**config.mk**
```make
export PLATFORM = sky130hd
export DESIGN_NAME = compressor_mc
export DESIGN_NICKNAME = d
export VERILOG_FILES = /design/src/rtl/compressor_mc.sv
export SDC_FILE = /design/constraint.sdc
export NUM_CORES = 1
export LEC_CHECK = 0
export ABC_AREA = 1
export ABC_CLOCK_PERIOD_IN_PS = 7800
export CAP_MARGIN = 15
export CORE_ASPECT_RATIO = 0.7
export CORE_MARGIN = 2
export CORE_UTILIZATION = 45
export CTS_BUF_LIST = sky130_fd_sc_hd__clkbuf_2
export DETAILED_ROUTE_END_ITERATION = 10
export SLEW_MARGIN = 20
export SYNTH_ARGS = -nofsm -noshare
export SYNTH_HDL_FRONTEND = slang
export SYNTH_SLANG_ARGS = --single-unit
```
**constraint.sdc**
```tcl
create_clock -name clk -period 7.8 [get_ports clk]
set_clock_uncertainty 0.05 [all_clocks]
set_input_delay 2.34 -clock clk [delete_from_list [all_inputs] [get_ports clk]]
set_output_delay 2.34 -clock clk [all_outputs]
set_load 0.01 [all_outputs]
```
**src/rtl/compressor_mc.sv**
```systemverilog
// compressor_mc: multi-channel dynamic range compressor, one frame of CHANNELS samples per in_valid/in_ready handshake.
// Define COMPRESSOR_MC_LINK_EN for stereo link: one shared gain derived from the loudest channel envelope.
module compressor_mc #(
  parameter int DATA_W        = 16,
  parameter int CHANNELS      = 2,
  parameter int ATTACK_SHIFT  = 2,
  parameter int RELEASE_SHIFT = 8
) (
  input  logic                       clk,
  input  logic                       reset,
  input  logic                       en,
  input  logic [2:0]                 thre_para,
  input  logic [1:0]                 ratio_sel,
  input  logic                       in_valid,
  output logic                       in_ready,
  input  logic [DATA_W*CHANNELS-1:0] in_data,
  output logic                       out_valid,
  input  logic                       out_ready,
  output logic [DATA_W*CHANNELS-1:0] out_data,
  output logic [16:0]                gain_mon,
  output logic                       over_flag
);
  localparam int EW = DATA_W - 1;
  localparam int CW = (CHANNELS > 1) ? $clog2(CHANNELS) : 1;
  localparam int FW = DATA_W * CHANNELS;
  localparam int PW = DATA_W + 18;
  localparam logic [16:0]              UNITY  = 17'd32768;
  localparam logic [CW-1:0]            K_LAST = CW'(CHANNELS - 1);
  localparam logic signed [PW-1:0]     Y_MAX  = {{(PW-EW){1'b0}}, {EW{1'b1}}};
  localparam logic signed [PW-1:0]     Y_MIN  = {{(PW-EW){1'b1}}, {EW{1'b0}}};
  localparam logic signed [DATA_W-1:0] X_MIN  = {1'b1, {EW{1'b0}}};

  typedef enum logic [2:0] {S_IDLE, S_ENV, S_DIV, S_MUL, S_OUT} state_t;

  state_t          state_q, state_d;
  logic [CW-1:0]   k_q, k_d;
  logic [FW-1:0]   frame_q, frame_d;
  logic            en_q, en_d;
  logic [EW-1:0]   thr_q, thr_d;
  logic [1:0]      ratio_q, ratio_d;
  logic [EW-1:0]   env_q [CHANNELS];
  logic [EW-1:0]   env_d [CHANNELS];
  logic            over_acc_q, over_acc_d;
  logic [EW-1:0]   rem_q, rem_d, den_q, den_d;
  logic            lsb_q, lsb_d;
  logic [15:0]     quo_q, quo_d;
  logic [3:0]      cnt_q, cnt_d;
  logic            bypass_q, bypass_d;
  logic [16:0]     gain_q, gain_d, gain0_q, gain0_d, gain_mon_q, gain_mon_d;
  logic            out_valid_q, out_valid_d, over_flag_q, over_flag_d;
  logic [FW-1:0]   out_data_q, out_data_d;
`ifdef COMPRESSOR_MC_LINK_EN
  logic [EW-1:0]   env_max_q, env_max_d;
`endif

  logic signed [DATA_W-1:0] x_cur, y;
  logic [EW-1:0]            env_cur, level, env_new, div_env, olev;
  logic                     div_bypass, load_div, rem_ge;
  logic [EW:0]              rem_sh;
  logic [15:0]              quo_next;
  logic [16:0]              gain_fin;
  logic signed [PW-1:0]     prod, prod_sh;

  always_comb begin
    x_cur   = frame_q[k_q*DATA_W +: DATA_W];
    env_cur = env_q[k_q];
    if (x_cur == X_MIN)       level = {EW{1'b1}};
    else if (x_cur[DATA_W-1]) level = EW'(-x_cur);
    else                      level = x_cur[EW-1:0];
    if (level > env_cur) env_new = env_cur + ((level - env_cur) >> ATTACK_SHIFT);
    else                 env_new = env_cur - ((env_cur - level) >> RELEASE_SHIFT);
`ifdef COMPRESSOR_MC_LINK_EN
    div_env  = (env_new > env_max_q) ? env_new : env_max_q;
    load_div = (k_q == K_LAST);
`else
    div_env  = env_new;
    load_div = 1'b1;
`endif
    div_bypass = (div_env <= thr_q) || (ratio_q == 2'd0);
    olev       = thr_q + ((div_env - thr_q) >> ratio_q);
    // Dividend is olev<<15: olev>>1 seeds the remainder and olev[0] enters on the first step.
    rem_sh   = {rem_q, (cnt_q == 4'd0) ? lsb_q : 1'b0};
    rem_ge   = (rem_sh >= {1'b0, den_q});
    quo_next = quo_q;
    quo_next[4'd15 - cnt_q] = rem_ge;
    if (bypass_q || ({1'b0, quo_next} > UNITY)) gain_fin = UNITY;
    else                                         gain_fin = {1'b0, quo_next};
    prod    = PW'(x_cur) * $signed({{(PW-17){1'b0}}, gain_q});
    prod_sh = prod >>> 15;
    if (!en_q)                y = x_cur;
    else if (prod_sh > Y_MAX) y = ~X_MIN;
    else if (prod_sh < Y_MIN) y = X_MIN;
    else                      y = prod_sh[DATA_W-1:0];
  end

  always_comb begin
    state_d     = state_q;
    k_d         = k_q;
    frame_d     = frame_q;
    en_d        = en_q;
    thr_d       = thr_q;
    ratio_d     = ratio_q;
    env_d       = env_q;
    over_acc_d  = over_acc_q;
    rem_d       = rem_q;
    den_d       = den_q;
    lsb_d       = lsb_q;
    quo_d       = quo_q;
    cnt_d       = cnt_q;
    bypass_d    = bypass_q;
    gain_d      = gain_q;
    gain0_d     = gain0_q;
    gain_mon_d  = gain_mon_q;
    out_valid_d = out_valid_q;
    over_flag_d = over_flag_q;
    out_data_d  = out_data_q;
`ifdef COMPRESSOR_MC_LINK_EN
    env_max_d   = env_max_q;
`endif
    case (state_q)
      S_IDLE: if (in_valid) begin
        frame_d    = in_data;
        en_d       = en;
        thr_d      = EW'((32'd5000 + 32'd1000 * 32'(thre_para)) << (DATA_W - 16));
        ratio_d    = ratio_sel;
        k_d        = '0;
        over_acc_d = 1'b0;
`ifdef COMPRESSOR_MC_LINK_EN
        env_max_d  = '0;
`endif
        state_d    = S_ENV;
      end
      S_ENV: begin
        env_d[k_q] = env_new;
        if (env_new > thr_q) over_acc_d = 1'b1;
`ifdef COMPRESSOR_MC_LINK_EN
        env_max_d = div_env;
        if (!load_div) k_d = k_q + 1'b1;
        else           k_d = '0;
`endif
        if (load_div) begin
          rem_d    = div_bypass ? '0 : (olev >> 1);
          lsb_d    = div_bypass ? 1'b0 : olev[0];
          den_d    = div_env;
          bypass_d = div_bypass;
          quo_d    = '0;
          cnt_d    = '0;
          state_d  = S_DIV;
        end
      end
      S_DIV: begin
        rem_d = rem_ge ? EW'(rem_sh - {1'b0, den_q}) : rem_sh[EW-1:0];
        quo_d = quo_next;
        cnt_d = cnt_q + 4'd1;
        if (cnt_q == 4'd15) begin
          gain_d = gain_fin;
          if (k_q == '0) gain0_d = gain_fin;
          state_d = S_MUL;
        end
      end
      S_MUL: begin
        out_data_d[k_q*DATA_W +: DATA_W] = y;
        if (k_q == K_LAST) begin
          k_d     = '0;
          state_d = S_OUT;
        end else begin
          k_d = k_q + 1'b1;
`ifdef COMPRESSOR_MC_LINK_EN
          state_d = S_MUL;
`else
          state_d = S_ENV;
`endif
        end
      end
      S_OUT: begin
        if (!out_valid_q) begin
          out_valid_d = 1'b1;
          gain_mon_d  = gain0_q;
          over_flag_d = over_acc_q;
        end else if (out_ready) begin
          out_valid_d = 1'b0;
          state_d     = S_IDLE;
        end
      end
      default: state_d = S_IDLE;
    endcase
  end

  always_ff @(posedge clk) begin
    if (reset) begin
      state_q     <= S_IDLE;
      k_q         <= '0;
      frame_q     <= '0;
      en_q        <= 1'b0;
      thr_q       <= '0;
      ratio_q     <= '0;
      for (int c = 0; c < CHANNELS; c++) env_q[c] <= '0;
      over_acc_q  <= 1'b0;
      rem_q       <= '0;
      den_q       <= '0;
      lsb_q       <= 1'b0;
      quo_q       <= '0;
      cnt_q       <= '0;
      bypass_q    <= 1'b1;
      gain_q      <= UNITY;
      gain0_q     <= UNITY;
      gain_mon_q  <= UNITY;
      out_valid_q <= 1'b0;
      over_flag_q <= 1'b0;
      out_data_q  <= '0;
`ifdef COMPRESSOR_MC_LINK_EN
      env_max_q   <= '0;
`endif
    end else begin
      state_q     <= state_d;
      k_q         <= k_d;
      frame_q     <= frame_d;
      en_q        <= en_d;
      thr_q       <= thr_d;
      ratio_q     <= ratio_d;
      env_q       <= env_d;
      over_acc_q  <= over_acc_d;
      rem_q       <= rem_d;
      den_q       <= den_d;
      lsb_q       <= lsb_d;
      quo_q       <= quo_d;
      cnt_q       <= cnt_d;
      bypass_q    <= bypass_d;
      gain_q      <= gain_d;
      gain0_q     <= gain0_d;
      gain_mon_q  <= gain_mon_d;
      out_valid_q <= out_valid_d;
      over_flag_q <= over_flag_d;
      out_data_q  <= out_data_d;
`ifdef COMPRESSOR_MC_LINK_EN
      env_max_q   <= env_max_d;
`endif
    end
  end

  assign in_ready  = (state_q == S_IDLE);
  assign out_valid = out_valid_q;
  assign out_data  = out_data_q;
  assign gain_mon  = gain_mon_q;
  assign over_flag = over_flag_q;
endmodule

```
==> impl_metrics.json <==
{
  "status": "finished, violations left",
  "failed_checks": "setup timing",
  "fp.coreArea_um2": 49500,
  "port_buffers": 92,
  "dieArea_um2": 52200,
  "clkSinkCount": 215,
  "gp_congestion": 1.03,
  "min_period_ns": 7.84,
  "path_max_fanout": 8,
  "drive_gt1_share_pct": 17.2,
  "fmax_ghz": 0.128,
  "die_height_um": 192,
  "utilization_pct": 56.1,
  "clk_latency_ns": 1.02,
  "place_ws_ns": -0.541,
  "ios": 94,
  "slowest_stage": "dfxtp_4",
  "layout_setup_ws_ns": -0.0419,
  "antenna_found_initial": 1,
  "hold_viol": 0,
  "wl_per_cell_um": 18.5,
  "syn_area_um2": 22700,
  "synth_top_area_cell": "dfxtp_1",
  "route.met3.wl_um": 8130,
  "nFillCells": 4865,
  "seqCellArea_um2": 4310,
  "synth_common_cells": "nand2_1 (733), inv_1 (586), nor2_1 (290)",
  "yosys_register_bits": 215,
  "vias_per_cell": 5.28,
  "crit_type": "flip-flop to flip-flop",
  "grt_pass1_wl_um": 121000,
  "wirelength_met1_um": 39800,
  "synthDistinctLibCells": 58,
  "first_iter_violations": 2128,
  "critPathBufInv": 13,
  "max_slew_margin_pct": 29.5,
  "worst_path_most_repeated_cell": "buf_4",
  "worst_setup_path_start_kind": "flip-flop",
  "grt_max_degree": 90,
  "syn-num-nets": 3699,
  "areaGrowthSynthToFinish_pct": 22.7,
  "period_share_pct": 101,
  "synth-async-reset-ratio_pct": 0,
  "yosysSeqAreaShare_pct": 19.0,
  "vias": 22596,
  "tightest_slew_ns": 1.05,
  "setup_violations": 3,
  "clk_pin_slew_ns": 0.13,
  "route.top_layer_used": "met4",
  "start_util_pct": 45.8,
  "rsz0062_at_grt": "yes",
  "grtUsageTotal_pct": 30.0,
  "hold_class": "flip-flop to flip-flop",
  "synth_edf_count": 0,
  "synth_cells": 3238,
  "hold_ws_ns": 0.411,
  "grt_pass1_vias": 21155,
  "root_buffer": "clkbuf_2",
  "cts_buffers": 55,
  "crit_path_max_incr_delay_ns": 0.41,
  "drv_cap": 0,
  "wl_met2_um": 30000,
  "wl_um": 79200,
  "cts_tree": "built",
  "die_width_um": 272,
  "finalNetCount": 4042,
  "clock_tree.buffer_depth": 3,
  "drcViolationCount": 0,
  "grt-ovfl-total": 0,
  "detail-route-antenna-nets": 0,
  "first_pass_iters": 6,
  "cp_top_family": "compound AO/OA/AOI/OAI gates",
  "synth_most_common_cell": "nand2_1",
  "cts_hold_buf": 0,
  "critPathRequiredTime_ns": 8.69,
  "ys_top_cells_by_area": "dfxtp_1 (19%), fa_1 (18%), nand2_1 (12%)",
  "dpl.hpwl_um": 62900,
  "post_synth.cell_area_avg_um2": 7.00,
  "ys.flop_type": "dfxtp_1",
  "cp-end-kind": "flip-flop",
  "cts_max_level": 2,
  "maxSlewViolCount": 0,
  "yosysWarnings": 0,
  "critPathArrivalTime_ns": 8.73,
  "netlist.area_leader.share_pct": 19.0,
  "placementRows": 68,
  "multi_input_area_um2": 16600
}
logic make-up after synthesis:
| logic type | Yosys count | share of synthesized area [%] |
|---|---|---|
| and+or+nand+nor | 1187 | 21.2 |
| buffers and inverters | 717 | 12.1 |
| AOI/OAI and AO/OA | 616 | 14.6 |
| adders and majority gates | 419 | 29.8 |
| DFF | 215 | 19.0 |
| xor gates and xnor gates | 78 | 3.02 |
| muxes | 5 | 0.221 |
| other | 1 | 0.0166 |
per-stage QoR:
step / area (um2) / std cells / setup TNS (ns)
5_1_grt: 27800 / 4281 / -3.77
3_3_place_gp: 26000 / 4144 / -2.38
6_report: 27800 / 4281 / -0.0916
3_5_place_dp: 26000 / 4144 / -3.56
4_1_cts: 26700 / 4246 / -0.0404
2_1_floorplan: 22700 / 3238 / 0
timing repair:
action,in CTS,in global routing
setup endpoints to repair,13,45
gates cloned,0,0
resized for setup,64,197
buffers inserted,11,35
pin swaps,43,100
final timing paths:
| path | endpoint | slack, ns | cells after the start | start |
|---|---|---|---|---|
| max | rem_q[9]$_SDFFE_PP0P_ | -0.04 | 55 | k_q$_SDFFE_PP0P_ |
| max reg2reg | rem_q[9]$_SDFFE_PP0P_ | -0.04 | 55 | k_q$_SDFFE_PP0P_ |
| min reg2reg | out_data[26]$_SDFFE_PP0P_ | 0.41 | 2 | out_data[26]$_SDFFE_PP0P_ |
| min | out_data[26]$_SDFFE_PP0P_ | 0.41 | 2 | out_data[26]$_SDFFE_PP0P_ |
cell type report:
cell class,instances,area share (%)
clock inverters,20,0.437
well taps,665,2.99
repair buffers,399,12.0
multi-input cells,2306,59.6
diodes,1,0.00900
inverters,604,8.21
clock buffers,71,1.28
flip-flops and latches,215,15.5
placed cells by master (no fill, tap or decap), drive strengths merged, types with 3 or more instances in the layout:
cell type	instances
a211oi	7
a21boi	3
a21o	11
a21oi	239
a221oi	3
a31oi	13
buf	308
clkbuf	71
clkdlybuf4s50	91
clkinv	24
dfxtp	215
fa	201
ha	218
inv	598
mux2i	5
nand2	744
nand3	87
nand4	19
nor2	293
nor3	22
nor4	7
o2111ai	3
o211ai	12
o21a	6
o21ai	296
o21bai	11
o31ai	4
or2	9
xnor2	20
xor2	58
registers in the layout, indices dropped and copies added, names as in the netlist:
signal and count:
frame_q 32, out_data 32, env_q 30, gain0_q 16, gain_mon 16, gain_q 16
quo_q 16, den_q 15, rem_q 15, thr_q 11, cnt_q 4, state_q 3
ratio_q 2, bypass_q 1, en_q 1, k_q 1, lsb_q 1, out_valid 1
over_acc_q 1, over_flag 1
metal layers:
layer / vias up / GRT usage (%)
met1: 10805 / 48.2
met4: 0 / 5.81
met2: 879 / 39.4
met5: - / 0
met3: 83 / 7.38
li1: 10829 / -
worst reg2reg max path, delay by kind of cell (launching register included):
kind,cells,cell delay (ns)
XOR/XNOR,3,0.46
AO/OA/AOI/OAI,14,2.08
buffers and inverters,13,1.47
multiplexers,1,0.09
adder cells (fa/ha/maj),5,1.36
AND/OR/NAND/NOR,19,1.88
flip-flops,1,0.41
Power is left out: the tool's default activity adds up to more than one toggle a clock period on the data nets, which glitch-free logic cannot reach.
